===== src/rtl/alu_issue_stage_if.sv =====
// Handshake bundle between the ALU issue stage and its neighbours: instruction intake on the
// in_* side, issued ALU operands on the out_* side.
interface alu_issue_stage_if #(
    parameter int XLEN = 32
);
    logic            in_valid;
    logic            in_ready;
    logic [31:0]     in_instr;
    logic [XLEN-1:0] in_pc;
    logic [XLEN-1:0] in_rs1_data;
    logic [XLEN-1:0] in_rs2_data;

    logic            out_valid;
    logic            out_ready;
    logic [XLEN-1:0] out_op1;
    logic [XLEN-1:0] out_op2;
    logic [3:0]      out_op_code;
    logic [4:0]      out_rd;
    logic            out_illegal;

    modport slave (
        input  in_valid, in_instr, in_pc, in_rs1_data, in_rs2_data, out_ready,
        output in_ready, out_valid, out_op1, out_op2, out_op_code, out_rd, out_illegal
    );

    modport master (
        output in_valid, in_instr, in_pc, in_rs1_data, in_rs2_data, out_ready,
        input  in_ready, out_valid, out_op1, out_op2, out_op_code, out_rd, out_illegal
    );
endinterface


===== src/rtl/alu_issue_stage.sv =====
// RV32I ALU-class decode/issue stage: decodes OP, OP-IMM, LUI and AUIPC into ALU operands and
// op_code, presented through a 2-entry skid buffer (main register M, overflow register S).
module alu_issue_stage #(
    parameter int XLEN = 32
) (
    input  logic              clk,
    input  logic              rst,
    alu_issue_stage_if.slave  bus
);
    typedef enum logic [3:0] {
        ALU_AND  = 4'b0000,
        ALU_OR   = 4'b0001,
        ALU_XOR  = 4'b0010,
        ALU_SLT  = 4'b0011,
        ALU_ADD  = 4'b0100,
        ALU_SUB  = 4'b0101,
        ALU_SLL  = 4'b0110,
        ALU_SRL  = 4'b0111,
        ALU_SLTU = 4'b1000,
        ALU_PASS = 4'b1111
    } alu_op_e;

    typedef struct packed {
        logic [XLEN-1:0] op1;
        logic [XLEN-1:0] op2;
        alu_op_e         op_code;
        logic [4:0]      rd;
        logic            illegal;
    } entry_t;

    localparam logic [6:0] OPC_OP     = 7'b0110011;
    localparam logic [6:0] OPC_OP_IMM = 7'b0010011;
    localparam logic [6:0] OPC_LUI    = 7'b0110111;
    localparam logic [6:0] OPC_AUIPC  = 7'b0010111;

    // ALU_PASS doubles as the "not executable" marker (SRA/SRAI land here).
    function automatic alu_op_e funct3_op(input logic [2:0] funct3, input logic alt);
        case (funct3)
            3'b000:  return alt ? ALU_SUB : ALU_ADD;
            3'b001:  return ALU_SLL;
            3'b010:  return ALU_SLT;
            3'b011:  return ALU_SLTU;
            3'b100:  return ALU_XOR;
            3'b101:  return alt ? ALU_PASS : ALU_SRL;
            3'b110:  return ALU_OR;
            default: return ALU_AND;
        endcase
    endfunction

    logic [6:0]      opcode;
    logic [2:0]      funct3;
    logic [XLEN-1:0] imm_i;
    logic [XLEN-1:0] imm_u;
    entry_t          dec;

    assign opcode = bus.in_instr[6:0];
    assign funct3 = bus.in_instr[14:12];
    assign imm_i  = {{(XLEN-12){bus.in_instr[31]}}, bus.in_instr[31:20]};
    assign imm_u  = {bus.in_instr[31:12], 12'b0};

    always_comb begin
        // NOTE: every field gets a default before the case so no path leaves dec unassigned,
        // which would otherwise infer a latch.
        dec.op1     = bus.in_rs1_data;
        dec.op2     = '0;
        dec.op_code = ALU_PASS;
        dec.rd      = bus.in_instr[11:7];
        dec.illegal = 1'b0;
        case (opcode)
            OPC_OP: begin
                dec.op_code = funct3_op(funct3, bus.in_instr[30]);
                dec.op2     = bus.in_rs2_data;
            end
            OPC_OP_IMM: begin
                // Bit 30 is immediate data for ADDI, so it only selects a variant on shifts.
                dec.op_code = funct3_op(funct3, (funct3 != 3'b000) && bus.in_instr[30]);
                dec.op2     = imm_i;
            end
            OPC_LUI: begin
                dec.op_code = ALU_ADD;
                dec.op1     = '0;
                dec.op2     = imm_u;
            end
            OPC_AUIPC: begin
                dec.op_code = ALU_ADD;
                dec.op1     = bus.in_pc;
                dec.op2     = imm_u;
            end
            default: ;
        endcase
        if (dec.op_code == ALU_PASS) begin
            dec.illegal = 1'b1;
            dec.op1     = bus.in_rs1_data;
            dec.op2     = '0;
        end
    end

    entry_t m_ent;
    entry_t s_ent;
    logic   m_valid;
    logic   s_valid;
    logic   accept;
    logic   drain;

    // in_ready comes straight from the skid flag, keeping out_ready off the input path.
    assign bus.in_ready = !s_valid;
    assign accept       = bus.in_valid && !s_valid;
    assign drain        = m_valid && bus.out_ready;

    // NOTE: state uses non-blocking assignments so every register samples pre-edge values.
    always_ff @(posedge clk or posedge rst) begin
        if (rst) begin
            // NOTE: the payload registers are reset too, because the outputs must read zero
            // after reset and not just be flagged invalid.
            m_valid <= 1'b0;
            s_valid <= 1'b0;
            m_ent   <= '0;
            s_ent   <= '0;
        end else if (drain) begin
            if (s_valid) begin
                m_ent   <= s_ent;
                s_valid <= 1'b0;
            end else if (accept) begin
                m_ent <= dec;
            end else begin
                m_valid <= 1'b0;
            end
        end else if (!m_valid) begin
            if (accept) begin
                m_ent   <= dec;
                m_valid <= 1'b1;
            end
        end else if (accept) begin
            s_ent   <= dec;
            s_valid <= 1'b1;
        end
    end

    assign bus.out_valid   = m_valid;
    assign bus.out_op1     = m_ent.op1;
    assign bus.out_op2     = m_ent.op2;
    assign bus.out_op_code = m_ent.op_code;
    assign bus.out_rd      = m_ent.rd;
    assign bus.out_illegal = m_ent.illegal;
endmodule

===== src/flat_wrapper.sv =====
// flat-port wrapper written by rule: the top's interface ports become plain ports
module alu_issue_stage_flat 
#(
    parameter int XLEN = 32
)
  (clk, rst, bus_in_valid, bus_in_instr, bus_in_pc, bus_in_rs1_data, bus_in_rs2_data, bus_out_ready, bus_in_ready, bus_out_valid, bus_out_op1, bus_out_op2, bus_out_op_code, bus_out_rd, bus_out_illegal);
  alu_issue_stage_if #(.XLEN(XLEN)) bus_i ();
  input  logic clk;
  input  logic rst;
  input wire logic [$bits(bus_i.in_valid)-1:0] bus_in_valid;
  input wire logic [$bits(bus_i.in_instr)-1:0] bus_in_instr;
  input wire logic [$bits(bus_i.in_pc)-1:0] bus_in_pc;
  input wire logic [$bits(bus_i.in_rs1_data)-1:0] bus_in_rs1_data;
  input wire logic [$bits(bus_i.in_rs2_data)-1:0] bus_in_rs2_data;
  input wire logic [$bits(bus_i.out_ready)-1:0] bus_out_ready;
  output wire logic [$bits(bus_i.in_ready)-1:0] bus_in_ready;
  output wire logic [$bits(bus_i.out_valid)-1:0] bus_out_valid;
  output wire logic [$bits(bus_i.out_op1)-1:0] bus_out_op1;
  output wire logic [$bits(bus_i.out_op2)-1:0] bus_out_op2;
  output wire logic [$bits(bus_i.out_op_code)-1:0] bus_out_op_code;
  output wire logic [$bits(bus_i.out_rd)-1:0] bus_out_rd;
  output wire logic [$bits(bus_i.out_illegal)-1:0] bus_out_illegal;
  assign bus_i.in_valid = bus_in_valid;
  assign bus_i.in_instr = bus_in_instr;
  assign bus_i.in_pc = bus_in_pc;
  assign bus_i.in_rs1_data = bus_in_rs1_data;
  assign bus_i.in_rs2_data = bus_in_rs2_data;
  assign bus_i.out_ready = bus_out_ready;
  assign bus_in_ready = bus_i.in_ready;
  assign bus_out_valid = bus_i.out_valid;
  assign bus_out_op1 = bus_i.out_op1;
  assign bus_out_op2 = bus_i.out_op2;
  assign bus_out_op_code = bus_i.out_op_code;
  assign bus_out_rd = bus_i.out_rd;
  assign bus_out_illegal = bus_i.out_illegal;
  alu_issue_stage #(.XLEN(XLEN)) u_core (.clk(clk), .rst(rst), .bus(bus_i));
endmodule

===== config.mk =====
export PLATFORM = sky130hd
export DESIGN_NAME = alu_issue_stage_flat
export DESIGN_NICKNAME = d
export VERILOG_FILES = /design/src/rtl/alu_issue_stage_if.sv /design/src/rtl/alu_issue_stage.sv /design/src/flat_wrapper.sv
export SDC_FILE = /design/constraint.sdc
export NUM_CORES = 1
export LEC_CHECK = 0
export BUFFER_PORTS_ARGS = -buffer_cell sky130_fd_sc_hd__buf_2
export CAP_MARGIN = 5
export CORE_UTILIZATION = 47
export DETAILED_ROUTE_END_ITERATION = 16
export GPL_TIMING_DRIVEN = 0
export PLACE_DENSITY = 0.72
export SYNTH_ARGS = -nofsm -noshare
export SYNTH_HDL_FRONTEND = slang
export SYNTH_SLANG_ARGS = --single-unit

===== constraint.sdc =====
create_clock -name clk -period 6 [get_ports clk]
set_clock_uncertainty 0.05 [all_clocks]
set_input_delay 0.6 -clock clk [delete_from_list [all_inputs] [get_ports clk]]
set_output_delay 0.6 -clock clk [all_outputs]
set_load 0.03 [all_outputs]

==> reports/results.ini, run 1 <==
[outcome]
status = complete, no violations

[synth]
syn_avg_cell_area_um2 = 9.55
yosys_warnings = 0
synth_most_common_cell = dfrtp_1
ys_ff_latch = 150
synthTopCellsByCount = 150 x dfrtp_1, 109 x nand2_1, 89 x a21oi_1
ys_types = 39
async_flop_share_pct = 100
synth.area.top_cells = dfrtp_1 46%, a21oi_1 5.4%, mux2i_1 5.4%, nand2_1 5.0%, o22a_1 4.0%
synth_nets = 990
synth_top_area_share_pct = 45.8
synth_seq_area_share_pct = 45.8
synth_edf_count = 0
synthCells = 858
ys.flop_type = dfrtp_1
syn-cell-area_mm2 = 0.00820
yosys.area.top_type = dfrtp_1

[die]
start_util_pct = 48.7
ioPinCount = 208
die-height_um = 134
num_rows = 47
coreArea_mm2 = 0.0168
die_w_um = 134
die_area_mm2 = 0.0180

[critical_path]
reg2reg_depth = 6
crit_chain = buf_2, inv_2, clkbuf_1, buf_2
crit_path_end_kind = primary output
cp.required_ps = 5350
crit_fanout = 10
cp_slowest_cell = clkbuf_1
critPathKind = register to primary output
r2r_end = u_core.bus.out_op1[14]$_DFFE_PP0P_
cp_num_cells = 4
endpoint = bus_in_ready
path_delay_family = buffers and inverters
rrSetupSlack_ps = 3960
crit_buf_inv = 4
arrival_ps = 1870
max_stage_delay_ps = 440
cpMostUsedCell = buf_2
reg2reg_from = u_core.s_valid$_DFFE_PP0P_
critPathLaunch = u_core.s_valid$_DFFE_PP0P_
cp-start-kind = register

[route]
avgViaCountPerCell = 5.93
vias = 7813
drt-total-wl_um = 26000
drtPass1Iterations = 4
drc = 0
ant_nets = 0
first_iter_violations = 636
wire_per_inst_um = 19.7

[placed_design]
io_buffers = 206
gp_congestion = 0.882
placed_area_mm2 = 0.00953
pre_cts_ws_ps = 3540
dp_hpwl_um = 18900

[grt]
grt_usage_pct = 29.5
grt_pass1_vias = 7564
antenna_found_initial = 5
grt_overflow = 0
grt_max_degree = 95
grt_pass1_wl_um = 40600

[clocking]
cts_buffer_depth = 2
cts_made_buffers = 17
post_cts_resized = 0
root_buffer = clkbuf_16
clkLatencyLatePin_ps = 420
cts_setup_buffers = 0
cts_htree_levels = 4
clock_sinks = 150
cts_tree = yes
cts-hold-fix-buffers = 0
clkTransAtPathRegs_ps = 60

[power]
power.density_mw_per_mm2 = 461
finalPower_uw = 4640
power.leakage_uw = 0.00464
ir_worst_vdd_mv = 0.267

[timing]
drv_slew = 0
finalHoldViolCount = 0
tightest_slew_ps = 671
setup_viol = 0
rsz0062_at_grt = false
fin_crit_sh_pct = 41.9
relSlewSlack_pct = 55.3
setup_slack_ps = 3480
max_freq_mhz = 398
min_period_ps = 2520

[final_layout]
final_area_mm2 = 0.0101
drive_above_1_share_pct = 28.4
nets = 1216
area.growth.synth_to_final_pct = 22.8

[worst_hold_path]
hold_class = input port to async pin

[flow_run]
max-cap-violations = 0

## logic make-up after synthesis
family          after synthesis  share of synthesized area [%]
compound gates              328                           28.4
buf+inv                     105                           5.92
flops                       150                           45.8
mux                          64                           8.12
simple gates                211                           11.7
## worst reg2reg max path: cells and delay by family, from the launching register on
kind / cells / cell delay [ps]
AOI/OAI and AO/OA: 1 / 170
buffers and inverters: 3 / 1030
DFF: 1 / 350
and+or+nand+nor: 2 / 290
## per-layer routing
| layer | vias up | GRT usage (%) | share of wire, % |
|---|---|---|---|
| li1 | 3621 | - | - |
| met4 | 4 | 9.05 | 1.7 |
| met3 | 38 | 7.37 | 8.6 |
| met1 | 3774 | 38.3 | 42 |
| met5 | - | 0 | 0.096 |
| met2 | 376 | 48.5 | 48 |
## sequential cells by signal, indices dropped and copies added, names as in the netlist
register,cells
u_core.s_ent,74
u_core.bus.out_op1,32
u_core.bus.out_op2,32
u_core.bus.out_rd,5
u_core.bus.out_op_code,4
u_core.bus.out_illegal,1
u_core.bus.out_valid,1
u_core.s_valid,1
## through the flow
stage,hold WS (ps),cells,setup TNS (ps),utilization [%]
floorplan,390,858,0,-
global placement,409,1284,-66070,56.5
detailed placement,411,1285,0,56.7
CTS,191,1315,0,59.8
global route,208,1317,0,59.8
finish,181,1318,0,59.9
## layout by cell type (no fill, tap or decap), types with 2 or more instances in the layout
cell type and n:
a2111oi_2 19, a211oi_1 23, a21oi_1 89, a221o_1 20
a221oi_1 3, a31oi_1 20, and2_1 2, buf_1 2
buf_2 234, buf_4 2, buf_6 6, clkbuf_1 49
clkbuf_16 17, clkbuf_8 2, clkinv_2 4, dfrtp_1 150
diode_2 3, inv_1 21, mux2_2 20, mux2i_1 44
nand2_1 109, nand2b_1 3, nor2_1 44, nor2b_1 36
nor3_1 7, o211a_1 11, o21a_1 6, o21ai_0 38
o22a_1 37, o22ai_1 49, o31ai_1 11, or2_1 3
## power by group
group / switching [µW] / total, µW / leakage (µW) / internal (µW)
clock network: 395 / 979 / 0.000261 / 584
logic: 1360 / 2060 / 0.00257 / 701
registers: 241 / 1600 / 0.00181 / 1360
total: 1990 / 4640 / 0.00464 / 2640
## layout make-up
cell class              count  area, µm²
diodes                      3       7.51
plain buffers              82        399
clock buffers              25        475
clock inverters             5       50.0
fillers                  1532       6750
inverters                  23       91.3
multi-input cells         603       3960
flip-flops and latches    150       3750
well taps                 220        275
repair buffers            207       1060
## worst min-delay path by stage
stage	startpoint	endpoint	slack, ps	depth (start not counted)
floorplan	u_core.s_ent[7]$_DFFE_PP0P_	u_core.s_ent[7]$_DFFE_PP0P_	390	2
global placement	u_core.s_ent[4]$_DFFE_PP0P_	u_core.s_ent[4]$_DFFE_PP0P_	410	2
detailed placement	u_core.s_ent[7]$_DFFE_PP0P_	u_core.s_ent[7]$_DFFE_PP0P_	410	2
CTS	rst	u_core.bus.out_op1[4]$_DFFE_PP0P_	190	2
global route	rst	u_core.bus.out_op1[4]$_DFFE_PP0P_	210	2
finish	rst	u_core.s_ent[48]$_DFFE_PP0P_	180	2
Power figures use the tool's default switching activity.
==> run 2: changes to the inputs <==
--- a/config.mk
+++ b/config.mk
@@ -5,6 +5,7 @@
 export SDC_FILE = /design/constraint.sdc
 export NUM_CORES = 1
 export LEC_CHECK = 0
+export ABC_AREA = 1
 export BUFFER_PORTS_ARGS = -buffer_cell sky130_fd_sc_hd__buf_2
 export CAP_MARGIN = 5
 export CORE_UTILIZATION = 47
==> constraint.sdc (replaced) <==
create_clock -name clk -period 2.4 [get_ports clk]
set_clock_uncertainty 0.05 [all_clocks]
set_input_delay 0.24 -clock clk [delete_from_list [all_inputs] [get_ports clk]]
set_output_delay 0.24 -clock clk [all_outputs]
set_load 0.03 [all_outputs]
==> run 2 against run 1 <==
  * Sequential share of layout area fell by 0.53 points
  * First-iteration DRC count is 7.4% higher
  * Routed wire length down 3.5%
==> reports/results.ini, run 2 <==
[clocking]
cts-hold-fix-buffers = 5  ; was 0
cts_made_buffers = 17  ; unchanged
clkLatencyLatePin_ps = 420  ; about the same
clock_sinks = 150  ; unchanged
cts_buffer_depth = 2  ; unchanged
cts_setup_buffers = 0  ; unchanged
root_buffer = clkbuf_16  ; unchanged
cts_tree = yes  ; unchanged
clkTransAtPathRegs_ps = 60  ; about the same
post_cts_resized = 0  ; unchanged
cts_htree_levels = 4  ; unchanged

[die]
die_area_mm2 = 0.0179  ; was 0.0180 mm²
ioPinCount = 208  ; unchanged
start_util_pct = 48.7  ; about the same
coreArea_mm2 = 0.0168  ; about the same
die_w_um = 134  ; about the same
die-height_um = 134  ; about the same
num_rows = 47  ; unchanged

[placed_design]
io_buffers = 207  ; was 206
placedCellCount = 1587  ; was 1,285
gp_congestion = 1.03  ; was 0.882
dp_hpwl_um = 18500  ; was 18,900 µm

[synth]
yosys_warnings = 0  ; unchanged
syn_avg_cell_area_um2 = 7.06  ; was 9.55 µm²
synthCells = 1157  ; was 858
syn-cell-area_mm2 = 0.00817  ; was 0.00820 mm²
async_flop_share_pct = 100  ; unchanged
yosys.area.top_type = dfrtp_1  ; unchanged
ys.flop_type = dfrtp_1  ; unchanged
synth_nets = 1289  ; was 990
synthTopCellsByCount = 401 x nand2_1, 167 x o21ai_0, 150 x dfrtp_1  ; was 150 x dfrtp_1, 109 x nand2_1, 89 x a21oi_1
synth_seq_area_share_pct = 46.0  ; was 45.8%
synth_top_area_share_pct = 46.0  ; was 45.8%
synth_edf_count = 0  ; unchanged
synth.area.top_cells = dfrtp_1 46%, nand2_1 18%, o21ai_0 10%, nor2_1 6.2%, nand3_1 4.2%  ; was dfrtp_1 46%, a21oi_1 5.4%, mux2i_1 5.4%, nand2_1 5.0%, o22a_1 4.0%
synth_most_common_cell = nand2_1  ; was dfrtp_1
ys_types = 25  ; was 39
ys_ff_latch = 150  ; unchanged

[route]
wire_per_inst_um = 15.5  ; was 19.7 µm
dr_wl_met3_um = 1910  ; was 2230 µm
wl_met1_um = 11000  ; was 10,800 µm
avgViaCountPerCell = 5.17  ; was 5.93
top_layer = met4  ; was met5
drtPass1Iterations = 7  ; was 4
drt-total-wl_um = 25100  ; was 26,000 µm
drc = 0  ; unchanged
vias = 8398  ; was 7,813
ant_nets = 0  ; unchanged
first_iter_violations = 683  ; was 636
routed-wl-met2_um = 11700  ; was 12,500 µm

[critical_path]
crit_fanout = 10  ; unchanged
cp-start-kind = register  ; unchanged
rrSetupSlack_ps = 560  ; was 3960 ps
arrival_ps = 2150  ; was 1870 ps
critPathKind = register to register  ; was register to primary output
cp.required_ps = 2710  ; was 5350 ps
reg2reg_from = u_core.bus.out_valid$_DFFE_PP0P_  ; was u_core.s_valid$_DFFE_PP0P_
r2r_end = u_core.bus.out_op2[4]$_DFFE_PP0P_  ; was u_core.bus.out_op1[14]$_DFFE_PP0P_
crit_path_end_kind = register  ; was primary output
reg2reg_depth = 9  ; was 6

[timing]
min_period_ps = 1840
setup_viol = 0  ; unchanged
drv_slew = 0  ; unchanged
tns_ps = 0  ; unchanged
relSlewSlack_pct = 47.9  ; was 55.3%
max_freq_mhz = 543
fin_crit_sh_pct = 76.8
finalHoldViolCount = 0  ; unchanged
tightest_slew_ps = 780  ; was 671 ps
rsz0062_at_grt = false  ; unchanged

[grt]
grt_usage_pct = 29.2  ; was 29.5%
grt_max_degree = 43  ; was 95
grt_overflow = 0  ; unchanged
grt_pass1_vias = 7819  ; was 7,564
grt_pass1_wl_um = 40700  ; was 40,600 µm
antenna_found_initial = 0  ; was 5

[worst_hold_path]
min_to = u_core.s_ent[4]$_DFFE_PP0P_
hold_start = bus_in_instr[10]
hold_depth = 3
hold_class = input port to register  ; was input port to async pin

[power]
power.leakage_uw = 0.00536  ; was 0.00464 µW
ir_worst_vdd_mv = 0.647  ; was 0.267 mV
finalPower_uw = 11900  ; was 4640 µW
power.density_mw_per_mm2 = 1170  ; was 461 mW/mm²

[final_layout]
regMostFlops = u_core.s_ent  ; unchanged
drive_above_1_share_pct = 23.0  ; was 28.4%
area.growth.synth_to_final_pct = 25.0  ; was 22.8%
nets = 1523  ; was 1,216
num_antenna_cells = 0  ; was 3
layoutNonFillerInstCount = 1624  ; was 1,318
nFillCells = 1580  ; was 1,532
final_common_cell = nand2_1  ; was buf_2
final_cell_mix = 401 x nand2_1, 232 x buf_2, 167 x o21ai_0  ; was 234 x buf_2, 150 x dfrtp_1, 109 x nand2_1
largest_reg_flops = 74  ; unchanged

[outcome]
status = complete, no violations  ; unchanged

[flow_run]
max-cap-violations = 0  ; unchanged

## run 2: cell count changes in the layout (fill, tap and decap cells not counted), moves of 29 or more
cell	previous run	this run
nor2b_1	36	0
o22a_1	37	0
nand3_1	1	68
mux2i_1	44	0
nand2_2	0	32
nand2_1	109	401
a21oi_1	89	1
o22ai_1	49	6
nor2_1	44	135
inv_1	21	50
o21ai_0	38	167
o21ai_1	0	43
## run 2: worst max-delay path by stage
| stage | from | endpoint | slack (ps) | depth (start not counted) |
|---|---|---|---|---|
| 3_5_place_dp | bus_in_instr[6] | u_core.bus.out_op1[27]$_DFFE_PP0P_ | 550 | 9 |
| 2_1_floorplan | rst | u_core.bus.out_illegal$_DFFE_PP0P_ | 220 | 1 |
| 6_report | u_core.bus.out_valid$_DFFE_PP0P_ | u_core.bus.out_op2[4]$_DFFE_PP0P_ | 560 | 9 |
| 4_1_cts | u_core.bus.out_valid$_DFFE_PP0P_ | u_core.bus.out_op2[4]$_DFFE_PP0P_ | 560 | 9 |
| 3_3_place_gp | rst | u_core.bus.out_op1[6]$_DFFE_PP0P_ | -790 | 2 |
| 5_1_grt | u_core.bus.out_valid$_DFFE_PP0P_ | u_core.bus.out_op2[16]$_DFFE_PP0P_ | 320 | 9 |
## run 2: per-layer routing
metal  GRT usage (%)  up-vias
li1                -     4162
met1            39.9     3858
met2            47.0      349
met3            5.63       29
met4            8.71        0
met5               0        -
## run 2: metrics by stage
step                      area (µm²)  utilization, %  setup WS, ps  hold WS, ps
after floorplan                 8170               -           221          307
after global placement          9480            56.6          -785          405
after detailed placement        9540            56.9           553          366
after CTS                      10200            60.9           559         1.96
after global routing           10200            60.9           318         10.6
final                          10200            60.9           557         7.75
## run 2: area by class of cell
class	instances	area [µm²]	area share, %
Multi-Input combinational cell	873	3820	37.4
Sequential cell	150	3750	36.8
Timing Repair Buffer	215	1150	11.2
Clock buffer	24	502	4.91
Buffer	77	383	3.75
Tap cell	220	275	2.70
Inverter	57	218	2.13
Clock inverter	8	119	1.16
## run 2: cells by family (layout without fill, tap and decap cells)
group / count (synthesis) / count (layout) / synth area share (%)
DFF: 150 / 150 / 46.0
buffers and inverters: 134 / 381 / 7.31
and+or+nand+nor: 648 / 648 / 32.6
AOI/OAI and AO/OA: 225 / 225 / 14.2
## run 2: power by group
group	switching, µW	leakage (µW)	internal, µW
registers	638	0.00188	3500
logic	3450	0.00317	1520
clock network	1030	0.000310	1770
## run 2: critical path: stages, from the launching register on
cell,delay (ps)
dfrtp_1,390
inv_1,70
nor2_2,50
inv_2,130
buf_2,240
clkbuf_1,400
o21ai_0,220
nor2_1,130
nand2_1,60
nand2_1,50
